### src/rtl/cis_cds_pkg.sv
// Shared types and widths for the CIS correlated-double-sampling accumulator.
// Optional min/max result fields are controlled by CIS_CDS_MINMAX_EN.
package cis_cds_pkg;

  localparam int unsigned ADC_WIDTH   = 16;
  localparam int unsigned ACC_WIDTH   = 28;
  localparam int unsigned DIFF_WIDTH  = ADC_WIDTH + 1;
  localparam int unsigned PIX_WIDTH   = 4;
  localparam int unsigned NSAMP_WIDTH = 11;
  localparam int unsigned SKIP_WIDTH  = 10;

  typedef enum logic [1:0] {
    IDLE     = 2'd0,
    WAIT_PED = 2'd1,
    WAIT_SIG = 2'd2,
    PUSH     = 2'd3
  } cds_state_e;

  typedef struct packed {
    logic [ACC_WIDTH-1:0]   data;
    logic [PIX_WIDTH-1:0]   pixel;
    logic [NSAMP_WIDTH-1:0] nsamp;
`ifdef CIS_CDS_MINMAX_EN
    logic [DIFF_WIDTH-1:0]  min_v;
    logic [DIFF_WIDTH-1:0]  max_v;
`endif
  } cds_result_t;

endpackage

### src/rtl/cis_cds_outbuf.sv
// Small valid/ready FIFO holding pixel results on their way to the framer.
module cis_cds_outbuf
  import cis_cds_pkg::*;
#(
  parameter int unsigned DEPTH = 2
) (
  input  logic        clk,
  input  logic        reset,
  input  logic        i_push,
  input  cds_result_t i_data,
  output logic        o_valid,
  input  logic        i_ready,
  output cds_result_t o_data,
  output logic        o_full
);

  localparam int unsigned PTR_W = (DEPTH > 1) ? $clog2(DEPTH) : 1;
  localparam int unsigned CNT_W = $clog2(DEPTH + 1);

  cds_result_t      r_mem [DEPTH];
  logic [PTR_W-1:0] r_wr_ptr;
  logic [PTR_W-1:0] r_rd_ptr;
  logic [CNT_W-1:0] r_count;

  logic w_pop;
  logic w_wr;

  function automatic logic [PTR_W-1:0] ptr_inc(input logic [PTR_W-1:0] p);
    return (p == PTR_W'(DEPTH - 1)) ? '0 : p + PTR_W'(1);
  endfunction

  assign o_valid = (r_count != '0);
  assign o_full  = (r_count == CNT_W'(DEPTH));
  assign o_data  = r_mem[r_rd_ptr];
  assign w_pop   = o_valid & i_ready;
  // A pop in the same cycle frees the slot, so a push into a full buffer still lands
  assign w_wr    = i_push & (~o_full | w_pop);

  // Storage, pointers and occupancy
  always_ff @(posedge clk or posedge reset) begin
    if (reset) begin
      for (int i = 0; i < DEPTH; i++) r_mem[i] <= '0;
      r_wr_ptr <= '0;
      r_rd_ptr <= '0;
      r_count  <= '0;
    end else begin
      if (w_wr) begin
        r_mem[r_wr_ptr] <= i_data;
        r_wr_ptr        <= ptr_inc(r_wr_ptr);
      end
      if (w_pop) r_rd_ptr <= ptr_inc(r_rd_ptr);
      if (w_wr && !w_pop)      r_count <= r_count + CNT_W'(1);
      else if (!w_wr && w_pop) r_count <= r_count - CNT_W'(1);
    end
  end

endmodule

### src/rtl/cis_cds_accumulator.sv
// Receive-side CDS accumulator: pairs PED/SIG ADC captures, sums skipper
// differences per pixel and hands results to a small output buffer.
// Define CIS_CDS_MINMAX_EN to add per-pixel min/max difference outputs.
module cis_cds_accumulator
  import cis_cds_pkg::*;
#(
  parameter int unsigned PIXEL_CLUSTER_SIZE = 16,
  parameter int unsigned OUT_DEPTH          = 2
) (
  input  logic                   clk,
  input  logic                   reset,
  input  logic                   integration,
  input  logic                   global_shutter,
  input  logic [SKIP_WIDTH-1:0]  skip_samples,
  input  logic                   sprocket_PED,
  input  logic                   sprocket_SIG,
  input  logic [ADC_WIDTH-1:0]   adc_data,
  input  logic                   adc_valid,
  output logic                   out_valid,
  input  logic                   out_ready,
  output logic [ACC_WIDTH-1:0]   out_data,
  output logic [PIX_WIDTH-1:0]   out_pixel,
  output logic [NSAMP_WIDTH-1:0] out_nsamp,
`ifdef CIS_CDS_MINMAX_EN
  output logic [DIFF_WIDTH-1:0]  out_min,
  output logic [DIFF_WIDTH-1:0]  out_max,
`endif
  output logic                   err_proto,
  output logic                   err_overflow,
  input  logic                   err_clear
);

  localparam logic [PIX_WIDTH-1:0] PIX_LAST = PIX_WIDTH'(PIXEL_CLUSTER_SIZE - 1);

  cds_state_e             r_state;
  cds_state_e             w_state_nxt;
  logic                   r_int_d, r_ped_d, r_sig_d, r_ped_arm, r_sig_arm;
  logic [ADC_WIDTH-1:0]   r_ped;
  logic [ACC_WIDTH-1:0]   r_acc;
  logic [NSAMP_WIDTH-1:0] r_pair_cnt, r_nsamp_tgt;
  logic [PIX_WIDTH-1:0]   r_pixel;
  logic                   r_gs, r_err_proto, r_err_overflow;
`ifdef CIS_CDS_MINMAX_EN
  logic [DIFF_WIDTH-1:0]  r_min, r_max;
`endif

  logic w_int_rise, w_ped_cap, w_sig_cap;
  logic w_start, w_ped_load, w_acc_add, w_push, w_pixel_inc, w_proto_set;
  logic w_buf_valid, w_buf_full, w_buf_pop, w_overflow;
  logic [DIFF_WIDTH-1:0] w_diff;
  logic [ACC_WIDTH-1:0]  w_diff_ext;
  cds_result_t w_res, w_buf_data;

  assign w_int_rise = integration & ~r_int_d;
  // Only the first valid after a strobe rising edge is a capture
  assign w_ped_cap  = adc_valid & sprocket_PED & (r_ped_arm | ~r_ped_d);
  assign w_sig_cap  = adc_valid & sprocket_SIG & (r_sig_arm | ~r_sig_d);
  assign w_diff     = {1'b0, adc_data} - {1'b0, r_ped};
  assign w_diff_ext = {{(ACC_WIDTH - DIFF_WIDTH){w_diff[DIFF_WIDTH-1]}}, w_diff};

  // Edge-detect copies and capture arming for strobes and integration
  always_ff @(posedge clk or posedge reset) begin
    if (reset) begin
      r_int_d   <= 1'b0;
      r_ped_d   <= 1'b0;
      r_sig_d   <= 1'b0;
      r_ped_arm <= 1'b0;
      r_sig_arm <= 1'b0;
    end else begin
      r_int_d   <= integration;
      r_ped_d   <= sprocket_PED;
      r_sig_d   <= sprocket_SIG;
      r_ped_arm <= sprocket_PED & (r_ped_arm | ~r_ped_d) & ~w_ped_cap;
      r_sig_arm <= sprocket_SIG & (r_sig_arm | ~r_sig_d) & ~w_sig_cap;
    end
  end

  // State register
  always_ff @(posedge clk or posedge reset) begin
    if (reset) r_state <= IDLE;
    else       r_state <= w_state_nxt;
  end

  // Next state and datapath controls; a frame start overrides everything
  always_comb begin
    w_state_nxt = r_state;
    w_start     = 1'b0;
    w_ped_load  = 1'b0;
    w_acc_add   = 1'b0;
    w_push      = 1'b0;
    w_pixel_inc = 1'b0;
    w_proto_set = 1'b0;
    if (w_int_rise) begin
      w_start     = 1'b1;
      w_proto_set = (r_state != IDLE);
      w_state_nxt = WAIT_PED;
    end else begin
      case (r_state)
        IDLE: w_state_nxt = IDLE;
        WAIT_PED: begin
          if (w_ped_cap) begin
            w_ped_load  = 1'b1;
            w_state_nxt = WAIT_SIG;
          end else if (w_sig_cap) begin
            w_proto_set = 1'b1;
          end
        end
        WAIT_SIG: begin
          if (w_sig_cap) begin
            w_acc_add   = 1'b1;
            w_state_nxt = (r_pair_cnt + NSAMP_WIDTH'(1) == r_nsamp_tgt) ? PUSH : WAIT_PED;
          end
        end
        PUSH: begin
          w_push = 1'b1;
          if (r_gs && (r_pixel < PIX_LAST)) begin
            w_pixel_inc = 1'b1;
            w_state_nxt = WAIT_PED;
          end else begin
            w_state_nxt = IDLE;
          end
        end
        default: w_state_nxt = IDLE;
      endcase
    end
  end

  // Frame configuration, pedestal, accumulator and pixel counters
  always_ff @(posedge clk or posedge reset) begin
    if (reset) begin
      r_nsamp_tgt <= '0;
      r_gs        <= 1'b0;
      r_ped       <= '0;
      r_acc       <= '0;
      r_pair_cnt  <= '0;
      r_pixel     <= '0;
`ifdef CIS_CDS_MINMAX_EN
      r_min       <= '0;
      r_max       <= '0;
`endif
    end else if (w_start) begin
      r_nsamp_tgt <= NSAMP_WIDTH'(skip_samples) + NSAMP_WIDTH'(1);
      r_gs        <= global_shutter;
      r_acc       <= '0;
      r_pair_cnt  <= '0;
      r_pixel     <= '0;
`ifdef CIS_CDS_MINMAX_EN
      r_min       <= '0;
      r_max       <= '0;
`endif
    end else begin
      if (w_ped_load) r_ped <= adc_data;
      if (w_acc_add) begin
        r_acc      <= r_acc + w_diff_ext;
        r_pair_cnt <= r_pair_cnt + NSAMP_WIDTH'(1);
`ifdef CIS_CDS_MINMAX_EN
        if (r_pair_cnt == '0 || $signed(w_diff) < $signed(r_min)) r_min <= w_diff;
        if (r_pair_cnt == '0 || $signed(w_diff) > $signed(r_max)) r_max <= w_diff;
`endif
      end
      if (w_push) begin
        r_acc      <= '0;
        r_pair_cnt <= '0;
`ifdef CIS_CDS_MINMAX_EN
        r_min      <= '0;
        r_max      <= '0;
`endif
        if (w_pixel_inc) r_pixel <= r_pixel + PIX_WIDTH'(1);
      end
    end
  end

  // Result record written at PUSH
  always_comb begin
`ifdef CIS_CDS_MINMAX_EN
    w_res = '{data: r_acc, pixel: r_pixel, nsamp: r_pair_cnt, min_v: r_min, max_v: r_max};
`else
    w_res = '{data: r_acc, pixel: r_pixel, nsamp: r_pair_cnt};
`endif
  end

  assign w_buf_pop  = w_buf_valid & out_ready;
  assign w_overflow = w_push & w_buf_full & ~w_buf_pop;

  // Sticky error flags; clear wins over a same-cycle set
  always_ff @(posedge clk or posedge reset) begin
    if (reset) begin
      r_err_proto    <= 1'b0;
      r_err_overflow <= 1'b0;
    end else if (err_clear) begin
      r_err_proto    <= 1'b0;
      r_err_overflow <= 1'b0;
    end else begin
      if (w_proto_set) r_err_proto    <= 1'b1;
      if (w_overflow)  r_err_overflow <= 1'b1;
    end
  end

  cis_cds_outbuf #(.DEPTH(OUT_DEPTH)) u_outbuf (
    .clk     (clk),
    .reset   (reset),
    .i_push  (w_push),
    .i_data  (w_res),
    .o_valid (w_buf_valid),
    .i_ready (out_ready),
    .o_data  (w_buf_data),
    .o_full  (w_buf_full)
  );

  assign out_valid    = w_buf_valid;
  assign out_data     = w_buf_data.data;
  assign out_pixel    = w_buf_data.pixel;
  assign out_nsamp    = w_buf_data.nsamp;
`ifdef CIS_CDS_MINMAX_EN
  assign out_min      = w_buf_data.min_v;
  assign out_max      = w_buf_data.max_v;
`endif
  assign err_proto    = r_err_proto;
  assign err_overflow = r_err_overflow;

endmodule

### config.mk
export PLATFORM = sky130hd
export DESIGN_NAME = cis_cds_accumulator
export DESIGN_NICKNAME = d
export VERILOG_FILES = /design/src/rtl/cis_cds_pkg.sv /design/src/rtl/cis_cds_outbuf.sv /design/src/rtl/cis_cds_accumulator.sv
export SDC_FILE = /design/constraint.sdc
export NUM_CORES = 1
export LEC_CHECK = 0
export CAP_MARGIN = 20
export CORE_ASPECT_RATIO = 0.75
export CORE_MARGIN = 5
export CORE_UTILIZATION = 29
export CTS_CLUSTER_SIZE = 10
export DETAILED_ROUTE_END_ITERATION = 8
export GPL_ROUTABILITY_DRIVEN = 0
export PLACE_DENSITY_LB_ADDON = 0.3
export SLEW_MARGIN = 10
export SYNTH_ARGS = -nofsm -noshare
export SYNTH_HDL_FRONTEND = slang
export SYNTH_SLANG_ARGS = --single-unit
### constraint.sdc
create_clock -name clk -period 8.07 [get_ports clk]
set_input_delay 2.421 -clock clk [delete_from_list [all_inputs] [get_ports clk]]
set_output_delay 2.421 -clock clk [all_outputs]
set_load 0.1 [all_outputs]
==> flow_metrics.tcl <==
set metrics [dict create \
    h-tree-depth 4 \
    synth.net_count 969 \
    critPathMaxFanout 7 \
    rows 57 \
    ctsResizeCount 0 \
    max-clock-path-buffers 2 \
    grt_pass1_vias 6735 \
    worstSetupPathType "in -> reg" \
    crit_required_ns 8.44 \
    area_delta_synth_final_pct 19.9 \
    cp_slowest_stage_delay_ns 0.51 \
    critPathSlowestCell "a21oi_1" \
    post_drt_wl_per_cell_um 15.3 \
    start_util_pct 29.2 \
    p_leak_nw 5.23 \
    ioPinCount 81 \
    synth_edf_count 0 \
    routed_wl_um 21600 \
    fin_crit_ns 7.13 \
    clk_pin_slew_ns 0.07 \
    fin_setup_tns_ns 0 \
    die_h_um 166 \
    die_w_um 218 \
    utilization_pct 35.0 \
    ant_nets 0 \
    clock.fmax_mhz 140 \
    first_pass_iters 4 \
    crit_path_end_kind "flop" \
    cts_hold_repair.buffers 0 \
    grt_pass1_wl_um 36100 \
    drive_gt1_share_pct 20.1 \
    critPathBufInv 2 \
    outcome "finished clean" \
    seqCellArea_mm2 0.00426 \
    avgViaCountPerCell 4.61 \
    synth_cell_types 60 \
    overflow 0 \
    finalCritPeriodShare_pct 88.3 \
    multiInputGateArea_mm2 0.00488 \
    hold_viol 0 \
    max-vdd-ir-drop_uv 138 \
    clock_sinks 170 \
    slew_viol_final 0 \
    ys_seq_area_share_pct 45.3 \
    drc 0 \
    syn_avg_cell_area_um2 10.6 \
    tightest_slew_ns 1.06 \
    synth_cells 882 \
    antenna_found_initial 0 \
    layout.nets 1045 \
    synth_seq_cells 170 \
    crit_family "compound AO/OA/AOI/OAI gates" \
    drtIter0Drc 263 \
    powerDensity_mw_per_mm2 279 \
    postCtsSetupRepairBufs 0 \
    dieArea_mm2 0.0361 \
    startpoint_type "primary input" \
    io_buffers 80 \
    cp.arrival_ns 7.50 \
    hpwlAfterDp_um 14600 \
    maxSlewHeadroom_pct 29.2 \
    cpMostUsedCell "a21oi_1" \
    synth_top_flop_cell "dfrtp_1" \
    worstSkewPairLatency_ns 0.44 \
    core_mm2 0.0322 \
    synth_area_mm2 0.00939 \
    root_buffer "clkbuf_16" \
    hold_class "reg -> reg" \
    grtUsageTotal_pct 12.3 \
    cts_tree "built" \
    grt_max_degree 66 \
    diodes 0 \
    synthArstFlopShare_pct 100 \
    yosysWarningCount 0 \
    num_vias 6509 \
    finClkSkew_ns 0.0167 \
    cap_violations 0 \
    finalSetupViolations 0 \
    rsz0062_at_grt "false" \
    cp_cell_sequence "clkdlybuf4s50_1 > inv_1 > ha_1 > fa_1 > nor2b_1 > o31a_1 > o211ai_1 > a21oi_1 > o31ai_1 > o31ai_1 > a21oi_1 > ha_1 > and3_2 > and4_1 > or3b_2 > a211o_1 > a21oi_1 > nor3_1 > or4_1 > nand3_1" \
    cts_made_buffers 17 \
    num-fill-cells 3244 \
]
-- tightest hold or removal path: cells and delay by family (launching register included) --
family	cells	cell delay (ns)
AOI/OAI and AO/OA	1	0.06
DFF	1	0.34
and+or+nand+nor	1	0.04
-- where the power goes --
part | internal [W] | switching [W] | total, W
clock | 0.000407 | 0.000397 | 0.000804
sequential | 0.000950 | 0.0000671 | 0.00102
combinational | 0.000542 | 0.000775 | 0.00132
-- cell families after synthesis --
kind of cell,count (synthesis),synth area share (%)
xor gates and xnor gates,69,6.44
AOI/OAI and AO/OA,177,12.1
muxes,130,15.6
adders and majority gates,52,7.09
DFF,170,45.3
and+or+nand+nor,219,10.7
buffers and inverters,65,2.79
-- cell type report --
type                       count  share of cell area, %
clock buffer                  17                   3.78
clock inverter                15                   1.17
inverter                      30                   1.04
multi-input combinational    647                   43.4
sequential                   170                   37.8
tap                          442                   4.91
timing repair buffer          92                   7.91
-- sequential cells by signal (all words and copies together), names as in the netlist, 2 cells and up --
| signal | flops |
|---|---|
| r_ped | 16 |
| r_acc | 28 |
| u_outbuf.r_count | 2 |
| u_outbuf.r_mem | 86 |
| r_pixel | 4 |
| r_state | 2 |
| r_nsamp_tgt | 11 |
| r_pair_cnt | 11 |
-- Yosys cell counts (5+ instances only) --
library cell | instances | area share [%]
nand2_1 | 88 | 3.5
nor2_1 | 49 | 2.0
o31ai_1 | 5 | 0.40
xnor2_1 | 40 | 3.7
o21ai_0 | 72 | 3.8
mux2_2 | 129 | 15
ha_1 | 50 | 6.7
nand3_1 | 24 | 1.3
buf_1 | 5 | 0.20
xor2_1 | 29 | 2.7
o21bai_1 | 5 | 0.40
dfrtp_1 | 170 | 45
a22o_1 | 5 | 0.47
a21o_1 | 14 | 1.1
nand2b_1 | 9 | 0.60
clkbuf_1 | 27 | 1.1
inv_1 | 30 | 1.2
o21a_1 | 10 | 0.80
and3_1 | 5 | 0.33
nor3_1 | 12 | 0.64
nor2b_1 | 6 | 0.40
a21oi_1 | 34 | 1.8
-- layout by cell type (no fill, tap or decap), types with 4 or more instances in the layout --
cell             synthesis  routed
and2_1                   4       4
clkdlybuf4s50_1          0      80
o21a_1                  10      10
nor2_1                  49      49
or2_2                    4       4
nor2b_1                  6       6
nand3_1                 24      24
a211oi_1                 4       4
nand2_1                 88      87
dfrtp_1                170     169
nor3_1                  12      10
buf_4                    0      12
o21bai_1                 5       5
clkbuf_16                0      17
o31ai_1                  5       5
xnor2_1                 40      40
ha_1                    50      50
inv_1                   30      29
nand4_1                  4       4
mux2_2                 129     129
a22o_1                   5       5
a21oi_1                 34      34
a21o_1                  14      14
inv_6                    0       8
and3_1                   5       5
nand2b_1                 9       9
xor2_1                  29      29
o21ai_0                 72      72
-- per-layer routing --
layer,global-route usage [%],part of all wire (%),up-vias
met5,0,0,-
met4,2.65,0.69,0
met3,2.92,2.7,9
met2,18.6,44,70
met1,18.0,53,3168
li1,-,-,3262
-- path summary, 6_finish.rpt --
| kind | slack (ns) | to | cells after the start | from |
|---|---|---|---|---|
| max in group asynchronous | 4.33 | u_outbuf.r_rd_ptr$_DFFE_PP0P_ | 3 | reset |
| setup reg to reg | 3.04 | r_acc[27]$_DFFE_PP0P_ | 18 | r_ped[2]$_DFFE_PP0P_ |
| min in group asynchronous | 2.44 | u_outbuf.r_mem[34]$_DFFE_PP0P_ | 2 | reset |
| hold / removal | 0.49 | u_outbuf.r_mem[16]$_DFFE_PP0P_ | 2 | u_outbuf.r_mem[16]$_DFFE_PP0P_ |
| setup / recovery | 0.94 | r_acc[27]$_DFFE_PP0P_ | 20 | adc_data[0] |
| hold reg to reg | 0.49 | u_outbuf.r_mem[16]$_DFFE_PP0P_ | 2 | u_outbuf.r_mem[16]$_DFFE_PP0P_ |
-- through the flow --
step           instances  hold slack [ns]  setup slack [ns]  cell area (um^2)  power [W]
2_1_floorplan        882            0.444              1.05              9390    0.00207
5_1_grt             1413            0.513             0.635             11300    0.00338
3_5_place_dp        1381            0.479             0.519             10700    0.00236
4_1_cts             1413            0.498             0.950             11300    0.00319
6_report            1413            0.487             0.943             11300    0.00314
3_3_place_gp        1381            0.459             0.575             10700    0.00235
No activity file was read; power rests on OpenSTA's default activity.
